<file path="src/rtl/fifo_lvl_if.sv">
// Handshake/status bundle for fifo_lvl: the master side is the FIFO user,
// the slave side is the FIFO itself.
interface fifo_lvl_if #(
   parameter int DWIDTH = 8,
   parameter int AWIDTH = 4
);
   logic              flush;
   logic              wr;
   logic [DWIDTH-1:0] w_data;
   logic              rd;
   logic [DWIDTH-1:0] r_data;
   logic              empty;
   logic              full;
   logic              almost_empty;
   logic              almost_full;
   logic [AWIDTH:0]   count;
   logic              err_clr;
   logic              overflow;
   logic              underflow;

   modport master (
      output flush, wr, w_data, rd, err_clr,
      input  r_data, empty, full, almost_empty, almost_full, count,
             overflow, underflow
   );

   modport slave (
      input  flush, wr, w_data, rd, err_clr,
      output r_data, empty, full, almost_empty, almost_full, count,
             overflow, underflow
   );
endinterface

</file>
<file path="src/rtl/fifo_lvl.sv">
// Synchronous show-ahead FIFO with occupancy count, almost-full/empty thresholds,
// flush and full-with-read writes. Define FIFO_ERR_EN for sticky overflow/underflow flags.
module fifo_lvl #(
   parameter int DWIDTH   = 8,
   parameter int AWIDTH   = 4,
   parameter int AE_LEVEL = 2,
   parameter int AF_LEVEL = 2**AWIDTH - 2
) (
   input  logic       clk,
   input  logic       reset,
   fifo_lvl_if.slave  bus
);

   localparam int              DEPTH   = 2**AWIDTH;
   localparam logic [AWIDTH:0] DEPTH_C = (AWIDTH+1)'(DEPTH);
   localparam logic [AWIDTH:0] AE_C    = (AWIDTH+1)'(AE_LEVEL);
   localparam logic [AWIDTH:0] AF_C    = (AWIDTH+1)'(AF_LEVEL);
   localparam logic [AWIDTH:0] ONE_C   = (AWIDTH+1)'(1);

   logic [DWIDTH-1:0] mem_q [DEPTH];
   logic [AWIDTH-1:0] w_ptr_q, w_ptr_d;
   logic [AWIDTH-1:0] r_ptr_q, r_ptr_d;
   logic [AWIDTH:0]   count_q, count_d;

   logic empty_s;
   logic full_s;
   logic r_en;
   logic w_en;
   logic mem_we;

   assign empty_s = (count_q == '0);
   assign full_s  = (count_q == DEPTH_C);

   // A write into a full FIFO is fine when the head leaves in the same cycle.
   assign r_en   = bus.rd & ~empty_s;
   assign w_en   = bus.wr & (~full_s | bus.rd);
   assign mem_we = w_en & ~reset & ~bus.flush;

   always_comb begin
      w_ptr_d = w_ptr_q;
      r_ptr_d = r_ptr_q;
      count_d = count_q;
      if (bus.flush) begin
         w_ptr_d = '0;
         r_ptr_d = '0;
         count_d = '0;
      end else begin
         if (w_en)
            w_ptr_d = w_ptr_q + 1'b1;
         if (r_en)
            r_ptr_d = r_ptr_q + 1'b1;
         if (w_en && !r_en)
            count_d = count_q + ONE_C;
         else if (r_en && !w_en)
            count_d = count_q - ONE_C;
      end
   end

   always_ff @(posedge clk) begin
      if (reset) begin
         w_ptr_q <= '0;
         r_ptr_q <= '0;
         count_q <= '0;
      end else begin
         w_ptr_q <= w_ptr_d;
         r_ptr_q <= r_ptr_d;
         count_q <= count_d;
      end
   end

   always_ff @(posedge clk) begin
      if (mem_we)
         mem_q[w_ptr_q] <= bus.w_data;
   end

   assign bus.r_data       = mem_q[r_ptr_q];
   assign bus.empty        = empty_s;
   assign bus.full         = full_s;
   assign bus.count        = count_q;
   assign bus.almost_empty = (count_q <= AE_C);
   assign bus.almost_full  = (count_q >= AF_C);

`ifdef FIFO_ERR_EN
   logic ovf_q, ovf_d;
   logic unf_q, unf_d;
   logic ovf_set;
   logic unf_set;

   assign ovf_set = bus.wr & full_s & ~bus.rd;
   assign unf_set = bus.rd & empty_s & ~bus.wr;

   // Setting beats clearing so an error in the err_clr cycle is not lost.
   always_comb begin
      ovf_d = ovf_q;
      unf_d = unf_q;
      if (bus.err_clr) begin
         ovf_d = 1'b0;
         unf_d = 1'b0;
      end
      if (ovf_set)
         ovf_d = 1'b1;
      if (unf_set)
         unf_d = 1'b1;
   end

   always_ff @(posedge clk) begin
      if (reset) begin
         ovf_q <= 1'b0;
         unf_q <= 1'b0;
      end else begin
         ovf_q <= ovf_d;
         unf_q <= unf_d;
      end
   end

   assign bus.overflow  = ovf_q;
   assign bus.underflow = unf_q;
`else
   logic unused_err_clr;
   assign unused_err_clr = bus.err_clr;
   assign bus.overflow   = 1'b0;
   assign bus.underflow  = 1'b0;
`endif

endmodule

</file>
<file path="src/flat_wrapper.sv">
// flat-port wrapper written by rule: the top's interface ports become plain ports
module fifo_lvl_flat 
#(
   parameter int DWIDTH   = 8,
   parameter int AWIDTH   = 4,
   parameter int AE_LEVEL = 2,
   parameter int AF_LEVEL = 2**AWIDTH - 2
)
  (clk, reset, bus_flush, bus_wr, bus_w_data, bus_rd, bus_err_clr, bus_r_data, bus_empty, bus_full, bus_almost_empty, bus_almost_full, bus_count, bus_overflow, bus_underflow);
  fifo_lvl_if #(.DWIDTH(DWIDTH), .AWIDTH(AWIDTH)) bus_i ();
  input  logic clk;
  input  logic reset;
  input wire logic [$bits(bus_i.flush)-1:0] bus_flush;
  input wire logic [$bits(bus_i.wr)-1:0] bus_wr;
  input wire logic [$bits(bus_i.w_data)-1:0] bus_w_data;
  input wire logic [$bits(bus_i.rd)-1:0] bus_rd;
  input wire logic [$bits(bus_i.err_clr)-1:0] bus_err_clr;
  output wire logic [$bits(bus_i.r_data)-1:0] bus_r_data;
  output wire logic [$bits(bus_i.empty)-1:0] bus_empty;
  output wire logic [$bits(bus_i.full)-1:0] bus_full;
  output wire logic [$bits(bus_i.almost_empty)-1:0] bus_almost_empty;
  output wire logic [$bits(bus_i.almost_full)-1:0] bus_almost_full;
  output wire logic [$bits(bus_i.count)-1:0] bus_count;
  output wire logic [$bits(bus_i.overflow)-1:0] bus_overflow;
  output wire logic [$bits(bus_i.underflow)-1:0] bus_underflow;
  assign bus_i.flush = bus_flush;
  assign bus_i.wr = bus_wr;
  assign bus_i.w_data = bus_w_data;
  assign bus_i.rd = bus_rd;
  assign bus_i.err_clr = bus_err_clr;
  assign bus_r_data = bus_i.r_data;
  assign bus_empty = bus_i.empty;
  assign bus_full = bus_i.full;
  assign bus_almost_empty = bus_i.almost_empty;
  assign bus_almost_full = bus_i.almost_full;
  assign bus_count = bus_i.count;
  assign bus_overflow = bus_i.overflow;
  assign bus_underflow = bus_i.underflow;
  fifo_lvl #(.DWIDTH(DWIDTH), .AWIDTH(AWIDTH), .AE_LEVEL(AE_LEVEL), .AF_LEVEL(AF_LEVEL)) u_core (.clk(clk), .reset(reset), .bus(bus_i));
endmodule
</file>
<file path="config.mk">
export PLATFORM = sky130hd
export DESIGN_NAME = fifo_lvl_flat
export DESIGN_NICKNAME = d
export VERILOG_FILES = /design/src/rtl/fifo_lvl_if.sv /design/src/rtl/fifo_lvl.sv /design/src/flat_wrapper.sv
export SDC_FILE = /design/constraint.sdc
export NUM_CORES = 1
export LEC_CHECK = 0
export ABC_AREA = 1
export CORE_AREA = 3 3 139 87
export DETAILED_ROUTE_END_ITERATION = 10
export DIE_AREA = 0 0 142 90
export HOLD_SLACK_MARGIN = 0.08
export PLACE_DENSITY = 0.79
export SYNTH_ARGS = -nofsm -noshare
export SYNTH_HDL_FRONTEND = slang
export SYNTH_SLANG_ARGS = --single-unit
</file>
<file path="constraint.sdc">
create_clock -name clk -period 2.8 [get_ports clk]
set_clock_uncertainty 0.05 [all_clocks]
set_input_delay 0.56 -clock clk [delete_from_list [all_inputs] [get_ports clk]]
set_output_delay 0.56 -clock clk [all_outputs]
set_load 0.02 [all_outputs]
</file>
==> flow_summary.toml <==
[timing]
max_freq_mhz = 389
rsz0062_at_grt = "false"
fin_crit_sh_pct = 91.9
worst_pin_slew_ps = 638
final_hold_viol_count = 0
period_minus_slack_ps = 2570
setup_viol = 0
slew_headroom_pct = 57.3
slew_viol_final = 0

[synthesis]
syn_inst = 672
yosys-top-cells-area = "edfxtp_1 (59%), nand2_1 (14%), nand3_1 (6.8%), inv_1 (5.4%), dfxtp_1 (5.2%)"
yosysTopAreaCellShare_pct = 58.8
ys_seq_area_share_pct = 64.0
yosys_warnings = 0
synth_top_family_by_area = "simple AND/OR/NAND/NOR gates"
synth-compound-area-share_pct = 1.59
yosys.area_share.simple_pct = 24.2
ys_types = 29
synthXorXnorAreaFrac_pct = 0.268
async_flop_share_pct = 0
synth-main-ff-cell = "edfxtp_1"
synth-edff-count = 128
synthAdderAreaFrac_pct = 2.03
synth_area_sq_um = 6530
synth_seq_cells = 145
syn_area_per_cell_sq_um = 9.72
synth_top_area_cell = "edfxtp_1"
synthMuxAreaShare_pct = 0

[power_and_ir_drop]
power.leakage_nw = 3.32
switching_share_pct = 23.3
switchingPower_mw = 1.30
p_int_mw = 4.27
vdd_drop_max_uv = 523
power_density_nw_per_um2 = 716
seq_power_share_pct = 43.1
comb_power_share_pct = 11.4
p_total_mw = 5.57
pwr-share-clk_pct = 45.5

[die]
chipHeight_um = 90
die_w_um = 142
io_pins = 33
dieArea_sq_um = 12800
rows = 29
initial_utilization_pct = 61.0
coreArea_sq_um = 10700

[layout]
insertedDiodeCount = 0
syn_to_final_growth_pct = 19.1
drive_above_1_share_pct = 10.8
final_util_pct = 72.7
fin_nets = 743
fillers = 687
regArea_sq_um = 4190
multi_input_area_sq_um = 1840

[place]
port_buffers = 29
gp_congestion = 0.905
dp_hpwl_um = 9150

[global_routing]
grt_pass1_wl_um = 23400
grt_max_degree = 41
track_usage_pct = 23.8
grt_pass1_vias = 4589
antenna_found_initial = 1
grt-ovfl-total = 0

[worst_setup_path]
crit_required_ps = 2190
path_delay_family = "buffers and inverters"
slowest_delay_ps = 350
cp-end-kind = "primary output"
reg2reg_depth = 11
setup.worst_path.class = "register to primary output"
r2r_slack_ps = 410
cp.arrival_ps = 1960
path_cells = "inv_2 -> buf_12 -> nand2_1 -> nand2_1 -> nand2_1 -> nand3_1 -> nand3_1 -> nand2_1 -> dlygate4sd2_1"
cp_slowest_cell = "dfxtp_2"
crit_path_frequent_cell = "nand2_1"
path_max_fanout = 40
cp.depth = 9
crit-reg2reg-launch = "u_core.bus.count[2]"
start_kind = "register"
regToRegEndpoint = "u_core.bus.count[3]"
cp-endpoint = "bus_r_data[0]"
path_buf_inv = 3

[clock_tree]
cts_hold_buf = 0
cts_buffers = 17
cts_sinks = 145
cts.clk_slew.worst_paths_ps = 60
clk_latency_ps = 410
clockBufferDepth = 2
cts_tree = "done"
htreeDepth = 4
root_buffer = "clkbuf_16"

[detailed_routing]
top_layer = "met5"
wl_met3_um = 1360
vias = 4762
drt_first_iter_violations = 444
drt-total-wl_um = 15000
vias_per_cell = 5.47
drt-met1-wl_um = 6210
routedWlPerCell_um = 17.3
drtAntennaViolNets = 0
route.met2.wl_um = 7150
drc_errors = 0
drtPass1Iterations = 6

[outcome]
status = "finished clean"

[hold_path]
holdPathStages = 2
worstHoldPathType = "register to register"

[run]
max_cap_violations = 0
## cell type report
cell class	count	area share (%)
flip-flops and latches	145	53.8
clock inverters	15	3.09
well taps	139	2.24
clock buffers	17	5.47
repair buffers	55	7.09
multi-input cells	405	23.7
inverters	95	4.63
## cells by family (layout without fill, tap and decap cells)
kind of cell / count (synthesis) / count (layout)
AND/OR/NAND/NOR: 373 / 373
flip-flops: 145 / 145
buffers and inverters: 123 / 182
AO/OA/AOI/OAI: 18 / 18
adder cells (fa/ha/maj): 10 / 10
XOR/XNOR: 2 / 2
other: 1 / 2
## synth_stat cells, types with 2 or more instances
| master | count |
|---|---|
| nor2_1 | 24 |
| a21oi_1 | 11 |
| nand4_1 | 2 |
| buf_4 | 5 |
| clkbuf_1 | 2 |
| nand3_1 | 89 |
| ha_1 | 9 |
| nand2_1 | 237 |
| o21ai_0 | 5 |
| nand2_2 | 3 |
| edfxtp_1 | 128 |
| or2_2 | 2 |
| dfxtp_1 | 17 |
| inv_1 | 94 |
| buf_2 | 19 |
| nor2_4 | 2 |
| nor2_2 | 11 |
## state kept, by name, summed over array words and instances (netlist names), named ones only
register / flops
u_core.w_ptr_q: 4
u_core.mem_q: 128
u_core.r_ptr_q: 4
u_core.bus.count: 5
## how the worst min path moves through the flow
stage | end | startpoint | slack [ps]
5_1_grt | u_core.r_ptr_q[2] | u_core.r_ptr_q[2] | 510
2_1_floorplan | register | u_core.r_ptr_q[2] | 420
6_report | u_core.r_ptr_q[2] | u_core.r_ptr_q[2] | 480
3_5_place_dp | u_core.r_ptr_q[2] | u_core.r_ptr_q[2] | 470
4_1_cts | u_core.r_ptr_q[2] | u_core.r_ptr_q[2] | 480
3_3_place_gp | u_core.r_ptr_q[2] | u_core.r_ptr_q[2] | 450
## worst register-to-register path, cell delays in order, from the launching register on
cell and delay [ps]:
dfxtp_1 350, nor2_2 210, nand3_1 190, nand2_2 150
ha_1 220, inv_1 120, ha_1 340, or2_2 320
nand3_1 90, nand2_1 50, o21ai_0 160, inv_1 50
## layer usage
| layer | up-vias | GRT usage (%) |
|---|---|---|
| met5 | - | 0 |
| met4 | 2 | 7.75 |
| met3 | 36 | 5.25 |
| met2 | 245 | 38.0 |
| met1 | 2215 | 32.6 |
| li1 | 2264 | - |
## power by group through the flow
stage	registers, mW	logic, mW	clock network [mW]
floorplan	2.45	0.391	0
global placement	2.44	0.605	0
detailed placement	2.44	0.632	0
CTS	2.40	0.635	2.54
global route	2.40	0.700	2.65
finish	2.40	0.637	2.53
## metrics by stage
step           cells  hold slack (ps)  setup TNS, ps  cell area [sq um]  worst slack, ps
2_1_floorplan    673              422              0               6540              523
5_1_grt          871              506              0               7780             98.2
6_report         871              478              0               7780              227
3_3_place_gp     838              449              0               7070             81.5
4_1_cts          871              482          -6.29               7760            -6.29
3_5_place_dp     838              472              0               7070             16.9
## cells in the final DEF (no fill, tap or decap), types with 3 or more instances in the layout
cell / synthesis / routed
nand2_1: 237 / 237
nand3_1: 89 / 89
clkbuf_16: 0 / 17
bufinv_16: 0 / 6
buf_4: 5 / 19
clkdlybuf4s50_1: 0 / 21
nor2_2: 11 / 11
dfxtp_1: 17 / 16
a21oi_1: 11 / 11
buf_6: 1 / 3
edfxtp_1: 128 / 128
dlygate4sd2_1: 0 / 4
dlymetal6s2s_1: 0 / 4
nand2_2: 3 / 3
o21ai_0: 5 / 5
clkinvlp_4: 0 / 6
inv_1: 94 / 93
ha_1: 9 / 9
buf_12: 0 / 4
nor2_1: 24 / 24
## repair_timing
action / CTS / global route
resized for setup: 5 / 7
setup buffers: 1 / 0
setup endpoints to repair: 7 / 4
pin swaps: 0 / 0
(Power assumes the default switching activity.)
